## config.mk

```make
export PLATFORM = sky130hd
export DESIGN_NAME = sync_fifo_ctrl
export DESIGN_NICKNAME = d
export VERILOG_FILES = /design/src/rtl/sync_fifo_pkg.sv /design/src/rtl/sync_fifo_mem.sv /design/src/rtl/sync_fifo_ctrl.sv
export SDC_FILE = /design/constraint.sdc
export NUM_CORES = 1
export LEC_CHECK = 0
export CAP_MARGIN = 20
export CORE_ASPECT_RATIO = 1.2
export CORE_UTILIZATION = 30
export CTS_BUF_LIST = sky130_fd_sc_hd__clkbuf_2
export CTS_CLUSTER_SIZE = 25
export DETAILED_ROUTE_END_ITERATION = 16
export HOLD_SLACK_MARGIN = 0.15
export PLACE_DENSITY = 0.47
export SYNTH_ARGS = -nofsm -noshare
export SYNTH_HDL_FRONTEND = slang
export SYNTH_SLANG_ARGS = --single-unit
export TNS_END_PERCENT = 5
```

## constraint.sdc

```tcl
create_clock -name clk -period 3.3 [get_ports clk]
set_clock_uncertainty 0.15 [all_clocks]
set_input_delay 0.33 -clock clk [delete_from_list [all_inputs] [get_ports clk]]
set_output_delay 0.33 -clock clk [all_outputs]
set_load 0.01 [all_outputs]
```

## src/rtl/sync_fifo_pkg.sv

```systemverilog
// Shared defaults and types for the single-clock FIFO controller.
// Optional build macro: SYNC_FIFO_FWFT_EN (first-word-fall-through read).
package sync_fifo_pkg;

   localparam int DATA_SIZE_DEF = 8;
   localparam int ADDR_SIZE_DEF = 6;
   localparam int CNT_W         = ADDR_SIZE_DEF + 1;

   typedef logic [CNT_W-1:0] cnt_t;

   function automatic int fifo_depth(input int aw);
      return 1 << aw;
   endfunction

endpackage

```

## src/rtl/sync_fifo_mem.sv

```systemverilog
// FIFO storage: one write port, registered or fall-through read port.
// SYNC_FIFO_FWFT_EN selects the combinational read path.
module sync_fifo_mem
   import sync_fifo_pkg::*;
#(
   parameter int DW = DATA_SIZE_DEF,
   parameter int AW = ADDR_SIZE_DEF
) (
   input  logic          clk,
   input  logic          rst,
   input  logic          we_i,
   input  logic [AW-1:0] waddr_i,
   input  logic [DW-1:0] wdata_i,
   input  logic          re_i,
   input  logic [AW-1:0] raddr_i,
   output logic [DW-1:0] rdata_o
);

   localparam int DEPTH = fifo_depth(AW);

   logic [DW-1:0] mem_q [DEPTH];

   always_ff @(posedge clk) begin
      if (we_i) begin
         mem_q[waddr_i] <= wdata_i;
      end
   end

`ifdef SYNC_FIFO_FWFT_EN
   logic unused_rd;

   assign unused_rd = re_i ^ rst;
   assign rdata_o   = mem_q[raddr_i];
`else
   logic [DW-1:0] rdata_q;
   logic [DW-1:0] rdata_d;

   always_comb begin
      rdata_d = rdata_q;
      if (rst) begin
         rdata_d = '0;
      end else if (re_i) begin
         rdata_d = mem_q[raddr_i];
      end
   end

   always_ff @(posedge clk) begin
      rdata_q <= rdata_d;
   end

   assign rdata_o = rdata_q;
`endif

endmodule

```

## src/rtl/sync_fifo_ctrl.sv

```systemverilog
// Single-clock FIFO: pointers, occupancy, thresholds and sticky errors.
// Build with SYNC_FIFO_FWFT_EN for first-word-fall-through reads.
module sync_fifo_ctrl
   import sync_fifo_pkg::*;
#(
   parameter int DATA_SIZE = DATA_SIZE_DEF,
   parameter int ADDR_SIZE = ADDR_SIZE_DEF
) (
   input  logic                 clk,
   input  logic                 rst,
   input  logic                 winc,
   input  logic [DATA_SIZE-1:0] wData,
   input  logic                 rinc,
   output logic [DATA_SIZE-1:0] rData,
   output logic                 rValid,
   output logic                 wFull,
   output logic                 rEmpty,
   input  logic [ADDR_SIZE:0]   af_thresh,
   input  logic [ADDR_SIZE:0]   ae_thresh,
   output logic                 almost_full,
   output logic                 almost_empty,
   output logic [ADDR_SIZE:0]   count,
   output logic                 overflow,
   output logic                 underflow,
   input  logic                 clr_err
);

   localparam int DEPTH = fifo_depth(ADDR_SIZE);
   localparam logic [ADDR_SIZE:0] FULL_CNT = (ADDR_SIZE+1)'(DEPTH);

   logic [ADDR_SIZE:0] wptr_q, wptr_d;
   logic [ADDR_SIZE:0] rptr_q, rptr_d;
   logic [ADDR_SIZE:0] cnt_q, cnt_d;
   logic               rvalid_q, rvalid_d;
   logic               ovf_q, ovf_d;
   logic               udf_q, udf_d;
   logic               wacc, racc;

   assign wFull  = (cnt_q == FULL_CNT);
   assign rEmpty = (cnt_q == '0);
   assign wacc   = winc & ~wFull & ~rst;
   assign racc   = rinc & ~rEmpty & ~rst;

   always_comb begin
      wptr_d   = wptr_q;
      rptr_d   = rptr_q;
      cnt_d    = cnt_q;
      rvalid_d = racc;
      ovf_d    = (winc & wFull) | (ovf_q & ~clr_err);
      udf_d    = (rinc & rEmpty) | (udf_q & ~clr_err);
      if (wacc) begin
         wptr_d = wptr_q + 1'b1;
      end
      if (racc) begin
         rptr_d = rptr_q + 1'b1;
      end
      if (wacc & ~racc) begin
         cnt_d = cnt_q + 1'b1;
      end else if (racc & ~wacc) begin
         cnt_d = cnt_q - 1'b1;
      end
      if (rst) begin
         wptr_d   = '0;
         rptr_d   = '0;
         cnt_d    = '0;
         rvalid_d = 1'b0;
         ovf_d    = 1'b0;
         udf_d    = 1'b0;
      end
   end

   always_ff @(posedge clk) begin
      wptr_q   <= wptr_d;
      rptr_q   <= rptr_d;
      cnt_q    <= cnt_d;
      rvalid_q <= rvalid_d;
      ovf_q    <= ovf_d;
      udf_q    <= udf_d;
   end

   sync_fifo_mem #(
      .DW (DATA_SIZE),
      .AW (ADDR_SIZE)
   ) u_mem (
      .clk     (clk),
      .rst     (rst),
      .we_i    (wacc),
      .waddr_i (wptr_q[ADDR_SIZE-1:0]),
      .wdata_i (wData),
      .re_i    (racc),
      .raddr_i (rptr_q[ADDR_SIZE-1:0]),
      .rdata_o (rData)
   );

`ifdef SYNC_FIFO_FWFT_EN
   logic unused_rvalid;

   assign unused_rvalid = rvalid_q;
   assign rValid        = ~rEmpty;
`else
   assign rValid = rvalid_q;
`endif

   // Flags come from the registered count only.
   assign almost_full  = (cnt_q >= af_thresh);
   assign almost_empty = (cnt_q <= ae_thresh);
   assign count        = cnt_q;
   assign overflow     = ovf_q;
   assign underflow    = udf_q;

endmodule
```

==> results.ini, run 1 <==
[outcome]
outcome = completed

[floorplanning]
row_count = 107
dieHeight_um = 297
die_area_mm2 = 0.0737
die-width_um = 248
core_area_mm2 = 0.0714
io_pins = 49
initial_core_util_pct = 30.5

[route]
post_drt_via_cell_ratio = 4.79
dr.pass1.iters = 5
wl_per_cell_um = 22.4
ant_nets = 0
wl_um = 55000
drt_iter0_markers = 748
drt_drc_violations_left = 0
vias = 11800

[timing]
finalCritPeriodShare_pct = 99.5
hold_slack_ns = 0.386
timing.slew.headroom_pct = 35.3
period_minus_slack_ns = 3.28
max_freq_mhz = 304
drv_slew = 0
tns_ns = 0
finalHoldViolCount = 0
setup_violations = 0
rsz0062_at_grt = yes
tightest_slew_ns = 0.967

[worst_setup_path]
worstSetupPathType = flop to primary output
cp-start-kind = flop
endpoint_kind = primary output
cp_max_fo = 2
cp_data_arrival_time_ns = 2.80
required_ns = 2.82

[synthesis]
netlist_area_mm2 = 0.0218
ys_seq_area_share_pct = 73.3
synthSimpleGateAreaFrac_pct = 4.52
syn_inst = 1185
synth_area_leader_cell = edfxtp_1
synth_top_family_by_area = multiplexers
synth-seq-cells = 542
synth_compound_area_share_pct = 3.52
synth_area_leaders = edfxtp_1 (71%), mux4_2 (9.8%), mux2i_1 (4.5%)
synthAdderAreaFrac_pct = 1.36
ys_async_sr_fraction_pct = 0
postSynthAreaPerCell_um2 = 18.4
synth_most_common_cell = edfxtp_1
synth_mux_area_share_pct = 14.7
ys_types = 53
synth_top_area_share_pct = 70.6
syn-num-nets = 1235
synth_edf_count = 512
synth_warnings = 0
synthFlopType = edfxtp_1
synth-xor-area-share_pct = 0.563
synthTopCellsByCount = edfxtp_1 (512), nor2_1 (105), mux2i_1 (99), mux4_2 (95), dfxtp_1 (30)

[pwr]
intPower_w = 0.0115
pwr-share-clk_pct = 28.5
swShare_pct = 29.5
irDropWorstVdd_mv = 0.407
leakagePower_nw = 8.44
power.switching_w = 0.00478
combinationalPowerShare_pct = 23.2
p_seq_share_pct = 48.3
power_density_mw_per_mm2 = 639

[final_layout]
layout-drive-gt1-share_pct = 29.4
syn_to_final_growth_pct = 16.7
final_util_pct = 35.6
fin_cells = 2453
nets = 1484

[clock_network]
path_clk_slew_ns = 0.11
cts_tree = built
cts_buffers = 138
clock_latency_ns = 1.29
htreeDepth = 4
cts_buffer_depth = 3
numClockSinks = 542
clockRootBuffer = clkbuf_2

[placement]
numPortBuffers = 48
dp.final_hpwl_um = 33900
place_congestion = 0.795
place_inst = 2189

[global_routing]
grt_max_degree = 65
grt_overflow_total = 0
grt_antenna_before_repair = 2
first_global_vias = 12300
grt_use_total_pct = 15.3
grt_pass1_wl_um = 81200

[hold_path]
hold_path_class = flop to flop

[job]
max_cap_violations = 0

## final cells by class
| class | count | area (µm²) |
|---|---|---|
| Fill cell | 6818 | 45900 |
| Sequential cell | 542 | 16000 |
| Multi-Input combinational cell | 561 | 5410 |
| Timing Repair Buffer | 172 | 1520 |
| Tap cell | 926 | 1160 |
| Clock buffer | 189 | 946 |
| Clock inverter | 43 | 317 |
| Inverter | 19 | 73.8 |
| Antenna cell | 1 | 2.50 |
## cells in the final DEF, fill, tap and decap left out, types with 5 or more instances in the layout
cell	netlist	layout
o21ai_0	26	24
clkinv_2	0	7
nor2b_1	8	8
clkinv_1	0	23
xor2_1	10	10
o22ai_1	21	21
buf_12	0	8
edfxtp_1	512	512
nand2_1	29	29
buf_4	6	89
inv_1	18	16
nor4_1	7	7
dlygate4sd3_1	0	27
mux2i_1	99	99
nand3_1	22	22
ha_1	22	21
nor2_1	105	105
mux2_2	6	6
dfxtp_4	0	5
inv_2	1	7
clkbuf_2	0	189
clkdlybuf4s50_1	0	36
a211oi_1	7	7
mux4_2	95	95
bufinv_16	0	5
dfxtp_1	30	24
o21ai_1	3	5
buf_2	15	12
o221ai_1	5	5
a21o_1	9	9
a21oi_1	23	20
nor3_1	8	8
a22oi_1	6	6
## final timing paths
check | from | endpoint | slack (ns) | cells after the start
max | count[0] | almost_full | 0.02 | 9
min | u_mem.rdata_o[5] | u_mem.rdata_o[5] | 0.39 | 2
max reg2reg | count[2] | count[6] | 0.10 | 13
min reg2reg | u_mem.rdata_o[5] | u_mem.rdata_o[5] | 0.39 | 2
## power by group through the flow
| stage | registers (W) | clock network [W] | logic, W |
|---|---|---|---|
| 6_report | 0.00784 | 0.00463 | 0.00377 |
| 5_1_grt | 0.00785 | 0.00517 | 0.00409 |
| 4_1_cts | 0.00784 | 0.00484 | 0.00386 |
| 3_5_place_dp | 0.00800 | 0 | 0.00373 |
| 3_3_place_gp | 0.00800 | 0 | 0.00372 |
| 2_1_floorplan | 0.00793 | 0 | 0.00254 |
## cell families after synthesis
kind of cell               Yosys count
DFF                                542
and+or+nand+nor                    210
muxes                              200
AOI/OAI and AO/OA                  114
buffers and inverters               82
adders and majority gates           23
xor gates and xnor gates            14
## flip-flops by register name, summed over array words and instances (netlist names)
register	flops
u_mem.mem_q	512
u_mem.rdata_o	8
count	7
rptr_q	6
wptr_q	6
overflow	1
rValid	1
underflow	1
## routing by layer
layer  GRT usage [%]  share of wire, %
met1            19.2                42
met2            25.3                51
met3            3.74               4.8
met4            5.59               2.2
met5               0                 0
## through the flow
step,setup WS [ns],total power (W),area (µm²)
4_1_cts,-0.191,0.0165,25400
2_1_floorplan,0.00373,0.0105,21800
6_report,0.0159,0.0162,25400
3_5_place_dp,0.0359,0.0117,23800
5_1_grt,-0.222,0.0171,25400
3_3_place_gp,0.0716,0.0117,23800
## what timing repair did
action / 4_1_cts / 5_1_grt
pin swaps: 6 / 0
setup buffers: 3 / 0
hold buffers: 29 / 0
resized for setup: 31 / 2
setup endpoints to repair: 4 / 6
endpoints found under the hold margin: 542 / 0
## critical path, stage by stage (launching register included)
cell and delay, ns:
dfxtp_4 0.38, inv_4 0.04, ha_4 0.19, nand2b_4 0.13
a21o_1 0.15, a21o_1 0.19, a21o_1 0.17, a21oi_2 0.11
o21ai_1 0.07, buf_2 0.14
Note: power is estimated with default switching activity, not from simulation.
==> run 2, diff against run 1 <==
--- a/config.mk
+++ b/config.mk
@@ -7,12 +7,12 @@
 export LEC_CHECK = 0
 export CAP_MARGIN = 20
 export CORE_ASPECT_RATIO = 1.2
-export CORE_UTILIZATION = 30
+export CORE_UTILIZATION = 25
 export CTS_BUF_LIST = sky130_fd_sc_hd__clkbuf_2
 export CTS_CLUSTER_SIZE = 25
 export DETAILED_ROUTE_END_ITERATION = 16
 export HOLD_SLACK_MARGIN = 0.15
-export PLACE_DENSITY = 0.47
+export PLACE_DENSITY = 0.41
 export SYNTH_ARGS = -nofsm -noshare
 export SYNTH_HDL_FRONTEND = slang
 export SYNTH_SLANG_ARGS = --single-unit
==> results.ini, run 2 (same netlist as run 1, synthesis figures left out) <==
[global_routing]
gr-max-usage-layer = met2
use_met3_pct = 3.04
grt_antenna_before_repair = 4
first_global_vias = 12600
grt_pass1_wl_um = 86000
grt_use_met1_pct = 16.9
grt_max_degree = 65
grt_overflow_total = 0
grtUsageMet2_pct = 22.8
grt_use_total_pct = 13.6

[timing]
period_minus_slack_ns = 3.27
drv_slew = 0
max_freq_mhz = 306
hold_slack_ns = 0.394
rsz0062_at_grt = yes
timing.slew.headroom_pct = 34.5
setup_violations = 0
tightest_slew_ns = 0.978
finalHoldViolCount = 0
finalCritPeriodShare_pct = 99.0

[floorplanning]
die_area_mm2 = 0.0883
initial_core_util_pct = 25.3
row_count = 118
io_pins = 49
dieHeight_um = 325
die-width_um = 271
core_area_mm2 = 0.0862

[placement]
place_congestion = 0.744
numPortBuffers = 48
place_inst = 2385
dp.final_hpwl_um = 36600

[final_layout]
regMostFlops = u_mem.mem_q
nFillCells = 8593
syn_to_final_growth_pct = 18.4
largest_reg_flops = 512
final_common_cell = edfxtp_1
final_util_pct = 29.9
nets = 1473
layout-drive-gt1-share_pct = 29.2
fin_cells = 2661
layout_common_cells = edfxtp_1 (512), clkbuf_2 (198), nor2_1 (105), mux2i_1 (99), mux4_2 (95)

[pwr]
intPower_w = 0.0117
irDropWorstVdd_mv = 0.269
fin_total_pwr_w = 0.0167
combinationalPowerShare_pct = 24.0
p_seq_share_pct = 47.0
pwr-share-clk_pct = 29.0
power.switching_w = 0.00496
leakagePower_nw = 8.40
swShare_pct = 29.8
power_density_mw_per_mm2 = 646

[route]
drt_iter0_markers = 646
drt_drc_violations_left = 0
dr.pass1.iters = 5
vias = 11700
wl_um = 58800
ant_nets = 0
wl_per_cell_um = 22.1
post_drt_via_cell_ratio = 4.41

[hold_path]
min_from = u_mem.rdata_o[5]
hold_path_class = flop to flop

[clock_network]
cts_tree = built
path_clk_slew_ns = 0.10
numClockSinks = 542
htreeDepth = 4
clock_latency_ns = 1.33
clockRootBuffer = clkbuf_2
cts_buffers = 139
cts_buffer_depth = 3

[worst_setup_path]
r2r_start = count[2]
cp-start-kind = flop
required_ns = 2.82
cp-startpoint = count[0]
endpoint_kind = primary output
cp_data_arrival_time_ns = 2.79
worstSetupPathType = flop to primary output
cp_max_fo = 2

[outcome]
outcome = completed

[job]
max_cap_violations = 0

run 2: cell count changes in the layout (fill, tap and decap cells not counted), sizes merged:
cell | previous run | this run
dlygate4sd3 | 27 | 29
clkbuf | 189 | 198
buf | 109 | 95
bufinv | 5 | 6
clkinv | 33 | 27
clkinvlp | 0 | 3
inv | 24 | 21
diode | 1 | 3
run 2: repair_timing:
| item | CTS | global route |
|---|---|---|
| resized for setup | 45 | 1 |
| pin swaps | 9 | 0 |
| hold buffers | 32 | 0 |
| setup buffers | 6 | 0 |
| endpoints found under the setup margin | 4 | 5 |
| endpoints found under the hold margin | 571 | 0 |
run 2: per-stage QoR:
| step | setup slack [ns] | TNS [ns] | instance area [µm²] |
|---|---|---|---|
| 6_report | 0.0345 | 0 | 25800 |
| 5_1_grt | -0.213 | -0.679 | 25800 |
| 4_1_cts | -0.216 | -0.494 | 25800 |
| 3_5_place_dp | 0.0848 | 0 | 24000 |
| 3_3_place_gp | 0.0727 | 0 | 24000 |
| 2_1_floorplan | 0.00373 | 0 | 21800 |
run 2: power groups by stage:
stage          Sequential (W)  Combinational, W  Clock, W
6_report              0.00783           0.00401   0.00483
3_3_place_gp          0.00800           0.00390         0
2_1_floorplan         0.00793           0.00254         0
4_1_cts               0.00783           0.00413   0.00505
3_5_place_dp          0.00800           0.00390         0
5_1_grt               0.00785           0.00436   0.00537
run 2: layout make-up:
class	count	area, µm²	area share [%]
clock buffers	198	991	3.84
repair buffers	160	1500	5.83
inverters	19	73.8	0.286
clock inverters	38	314	1.22
diodes	3	7.51	0.0291
multi-input cells	561	5470	21.2
flip-flops and latches	542	16000	62.1
well taps	1140	1430	5.53
run 2: path summary, 6_finish.rpt:
check,end,slack (ns),cells after the start
worst max-delay path,almost_full,0.03,9
worst min-delay path,u_mem.rdata_o[5],0.39,2
worst max register to register,count[6],0.04,13
worst min register to register,u_mem.rdata_o[5],0.39,2
run 2: critical path, stage by stage, from the launching register on:
cell,delay (ns)
dfxtp_4,0.37
inv_4,0.04
ha_4,0.19
nand2b_4,0.13
a21o_1,0.15
a21o_1,0.15
a21o_1,0.18
a21oi_2,0.12
o21ai_1,0.07
buf_2,0.14
run 2: per-layer routing:
layer	part of all wire [%]	vias to the layer above	wire length [µm]
met2	50	278	29600
met1	43	6076	25500
li1	-	5287	-
met5	0.034	-	20
met4	2.4	2	1390
met3	3.9	102	2280
==> RTL change 1, RTL diff (settings of run 1) <==
Add an input register stage for `ae_thresh`; this delays it by one clock. The other inputs are not delayed to match.
--- a/src/rtl/sync_fifo_ctrl.sv
+++ b/src/rtl/sync_fifo_ctrl.sv
@@ -29,2 +29,8 @@
    localparam logic [ADDR_SIZE:0] FULL_CNT = (ADDR_SIZE+1)'(DEPTH);
+
+   logic [ADDR_SIZE:0] ae_thresh_q;
+
+   always_ff @(posedge clk) begin
+      ae_thresh_q <= ae_thresh;
+   end
 
@@ -105,3 +111,3 @@
    assign almost_full  = (cnt_q >= af_thresh);
-   assign almost_empty = (cnt_q <= ae_thresh);
+   assign almost_empty = (cnt_q <= ae_thresh_q);
    assign count        = cnt_q;
Formal check against the unedited RTL: not equivalent (Yosys sat finds a counterexample within 4 cycles, from zero or initial values and one cycle with rst high).
==> RTL change 1 against run 1 <==
  * The flow now finishes with violations (negative setup slack)
  * First-iteration DRC count is 4.4% higher
  * Count of clock-buffer cells in the layout is 17 higher
  * Setup slack worse by 55 ps
  * Hold slack worse by 64 ps
  * Non-clock buffer count is 55 higher
  * Routed wire length is 1.0% higher
  * Combinational power is 12% lower
  * Area after synthesis is 0.36% higher
  * Sequential cell count is 7 higher
  * Power is 3.1% lower
  * Final area is 2.4% higher
  * Largest cell class unchanged
  * Highest routed layer unchanged
==> RTL change 1: results (changes against run 1) <==
outcome finished with violations; violated checks negative setup slack; sequential-to-total area share from yosys stat 73.7% (+0.38 points); RePlAce Congestion 0.760 (-4.5%); Total GRT Usage 15.3% (+0.046 points); Commonest cells post-synth 512 x edfxtp_1, 112 x nor2_1, 100 x mux2i_1; number of global-route vias before repair 12651 (+2.7%); Avg WL per Cell 21.9 um (-2.3%); Netlist cell types 49 (-7.5%); DP Worst Slack -9.84 ps (-45.7 ps); share of layout cells above drive strength 1 30.1% (+0.67 points); Leak 8.80 nW (+4.3%); first-pass GRT wire length 82000 um (+0.94%); clk slew on worst S/H paths 90 ps (-20 ps); DPL Wire Length 33800 um (about the same); 1st-iter DRT viols 781 (+4.4%); post-synthesis mux area share 14.5% (-0.14 points); via count 11972 (+1.8%); Mapped Cells 1196 (+0.93%); slack of the critical path -39.4 ps (-55.3 ps); Adder-Cell Fraction of Synth Area 1.35% (-0.0048 points); relative max-transition margin 31.2% (-4.1 points); worst vdd ir 0.317 mV (-22%); Skew-Pair Late Insertion Delay 1250 ps (-40 ps); EDFF count, synth 512 (unchanged); CTS Buf Count 141 (+2.2%); worst hold slack 322 ps (-64.1 ps); Synth Area in Compound Gates 3.56% (+0.045 points); fillers 6966 (+2.2%); number of nets in the layout 1554 (+4.7%); Setup-failing EPs final 26 (+26); initial antenna violation count 3 (+1); final WL 55600 um (+1.0%); Placed Cells 2241 (+2.4%); FF-to-FF setup slack 230 ps (+130 ps)
RTL change 1: cells by family after synthesis:
logic type,after synthesis
AND/OR/NAND/NOR,208
multiplexers,199
flip-flops,549
adder cells (fa/ha/maj),23
buffers and inverters,82
AO/OA/AOI/OAI,120
XOR/XNOR,15
RTL change 1: cell type report:
| type | count | share of cell area, % |
|---|---|---|
| sequential | 549 | 62.0 |
| multi-input combinational | 565 | 20.6 |
| timing repair buffer | 227 | 7.98 |
| tap | 935 | 4.49 |
| clock buffer | 206 | 3.96 |
| clock inverter | 28 | 0.625 |
| inverter | 20 | 0.298 |
| antenna | 7 | 0.0673 |
RTL change 1: timing repair:
item / in CTS / in global routing
endpoints found under the hold margin: 549 / 64
pin swaps: 7 / 0
hold buffers: 50 / 1
buffers inserted: 3 / 0
resized for setup: 24 / 4
endpoints found under the setup margin: 4 / 11
RTL change 1: where the power goes:
| group | internal (W) | leakage (nW) | switching [W] |
|---|---|---|---|
| combinational | 0.00168 | 2.94 | 0.00163 |
| clock | 0.00180 | 0.947 | 0.00269 |
| sequential | 0.00773 | 4.91 | 0.000219 |
RTL change 1: final timing paths:
path | start | end | depth (start not counted)
setup / recovery | count[0] | almost_full | 10
hold / removal | u_mem.rdata_o[4] | u_mem.rdata_o[4] | 2
setup reg to reg | count[0] | count[6] | 14
hold reg to reg | u_mem.rdata_o[4] | u_mem.rdata_o[4] | 2
RTL change 1: critical path, cell delays in order (launching register included):
cell and delay (ps):
dfxtp_2 340, buf_6 120, inv_4 50, ha_4 180, nand2b_4 130, a21o_1 150
a21o_1 150, a21o_1 190, a21oi_2 120, o21ai_1 60, buf_2 140
RTL change 1: metrics by stage:
step | utilization [%] | power [W] | TNS, ps | area (sq um)
after floorplan | - | 0.0101 | 0 | 21900
after global placement | 33.5 | 0.0113 | 0 | 24200
after detailed placement | 33.5 | 0.0113 | -9.84 | 24200
after CTS | 36.0 | 0.0160 | -692 | 26000
after global routing | 36.1 | 0.0166 | -928 | 26000
final | 36.1 | 0.0157 | -566 | 26000
RTL change 1: routing by layer:
metal	vias to the layer above	GRT usage (%)	share of wire (%)
met2	298	26.1	51
met3	91	4.51	5.2
met4	0	6.46	2.7
li1	5479	-	-
met5	-	0	0
met1	6104	18.0	41
==> RTL change 2, RTL diff (settings of run 1) <==
Made on the original files. The option `SYNC_FIFO_FWFT_EN` is turned on by a define.
--- a/src/rtl/sync_fifo_mem.sv
+++ b/src/rtl/sync_fifo_mem.sv
@@ -2,2 +2,4 @@
 // SYNC_FIFO_FWFT_EN selects the combinational read path.
+`define SYNC_FIFO_FWFT_EN
+
 module sync_fifo_mem
Formal check against the unedited RTL: not equivalent (Yosys sat finds a counterexample within 4 cycles, from zero or initial values and one cycle with rst high).
==> RTL change 2 against run 1 <==
  * The run now ends with negative setup slack left
  * Critical endpoint is now rData[5]
  * Global-route usage grew 2.2 points
  * Routed wire length increased by 13%
  * Synthesized cell count shrank 1.9%
  * Hold slack worse by 48 ps
  * Register-to-register slack better by 200 ps
  * Clock power rose by 1%
  * Setup slack got worse by 740 ps
  * Final area up 5.5%
  * Power rose by 1.5%
  * Area after synthesis is 0.47% lower
  * Sequential cell count decreased by 3
  * Largest power group unchanged
  * Critical path depth stayed put
==> RTL change 2: results (changes against run 1) <==
HP Start rptr_q[1]; Commonest cells post-synth 512 x edfxtp_1, 101 x nor2_1, 99 x mux4_2; final WL 62200 um (+13%); worst vdd ir 0.427 mV (+5.1%); Placed Cells 2246 (+2.6%); DP Worst Slack -244 ps (-280 ps); M1 WL 25500 um (+9.3%); CTS Buf Count 141 (+2.2%); syn nets 1212 (-1.9%); Skew-Pair Late Insertion Delay 1290 ps (about the same); setup TNS -5830 ps (-5830 ps); wire length on met3 2730 um (+3.8%); Total GRT Usage 17.5% (+2.2 points); Max Buffers Root-to-Sink 3 (unchanged); first-pass GRT wire length 90100 um (+11%); max incr delay on CP 420 ps (+40 ps); Leak 9.04 nW (+7.1%); EDFF count, synth 512 (unchanged); pwr dens 614 mW/mm^2 (-3.8%); worst setup path end rData[5]; GRT met1 Usage 21.1% (+1.9 points); RePlAce Congestion 0.836 (+5.1%); I/O Buffers 48 (unchanged); slack of the critical path -728 ps (-744 ps); Setup-failing EPs final 9 (+9); Cell Int Power 0.0116 W (+1.2%); R2R cell count 12 (-1); worst hold slack 338 ps (-48.2 ps); share of layout cells above drive strength 1 38.4% (+9.0 points); CTS root buf clkbuf_2; violated checks negative setup slack; sequential-to-total area share from yosys stat 73.4% (about the same); seq pwr 0.00766 W (-2%); outcome finished with violations; met2 usage 30.4% (+5.1 points); Hold/Removal Path Class register to register; FF-to-FF setup slack 300 ps (+200 ps); relative max-transition margin 37.8% (+2.5 points); DPL Wire Length 39400 um (+16%); Comb pwr share 25.0% (+1.8 points); crit path DAT 3550 ps (+750 ps); final std cells w/o fill 2563 (+4.5%); fillers 6781 (-0.54%); utilization after layout 37.7% (+2.0 points); Netlist cell types 60 (+13%); syn avg cell area 18.7 sq um (+1.5%); met3 usage 3.87% (+0.14 points); placed standard-cell area 0.0243 sq mm (+2.2%); 1st-iter DRT viols 889 (+19%); CP max FO 6 (+4); number of nets in the layout 1582 (+6.6%); via count 12473 (+6.0%); number of global-route vias before repair 13357 (+8.4%); initial antenna violation count 3 (+1); CP max stage cell dfxtp_4; cells taking the most area after synthesis edfxtp_1 71%, mux4_2 10%, dfxtp_1 2.5%; met2 routed WL 32200 um (+15%)
==> RTL change 2: cell type report <==
type / count / area share (%)
Sequential cell: 539 / 59.4
Multi-Input combinational cell: 543 / 21.1
Timing Repair Buffer: 284 / 10.0
Tap cell: 926 / 4.32
Clock buffer: 201 / 3.75
Clock inverter: 41 / 1.05
Inverter: 23 / 0.322
Antenna cell: 6 / 0.0560
==> RTL change 2: repair_timing <==
item                       in CTS  in global routing
hold endpoints to repair      606                 64
gates resized for setup       117                 28
setup endpoints to repair      13                 12
hold buffers                   31                  1
gates cloned                    4                  0
buffers inserted               31                  2
pin swaps                      33                 17
==> RTL change 2: kinds of logic (layout without fill, tap and decap cells) <==
family | Yosys count | count (layout) | synth area share (%)
other | 0 | 6 | 0
buffers and inverters | 80 | 549 | 1.92
xor gates and xnor gates | 12 | 12 | 0.485
DFF | 539 | 539 | 73.4
and+or+nand+nor | 222 | 222 | 4.80
AOI/OAI and AO/OA | 121 | 121 | 3.88
adders and majority gates | 23 | 23 | 1.36
muxes | 165 | 165 | 14.1
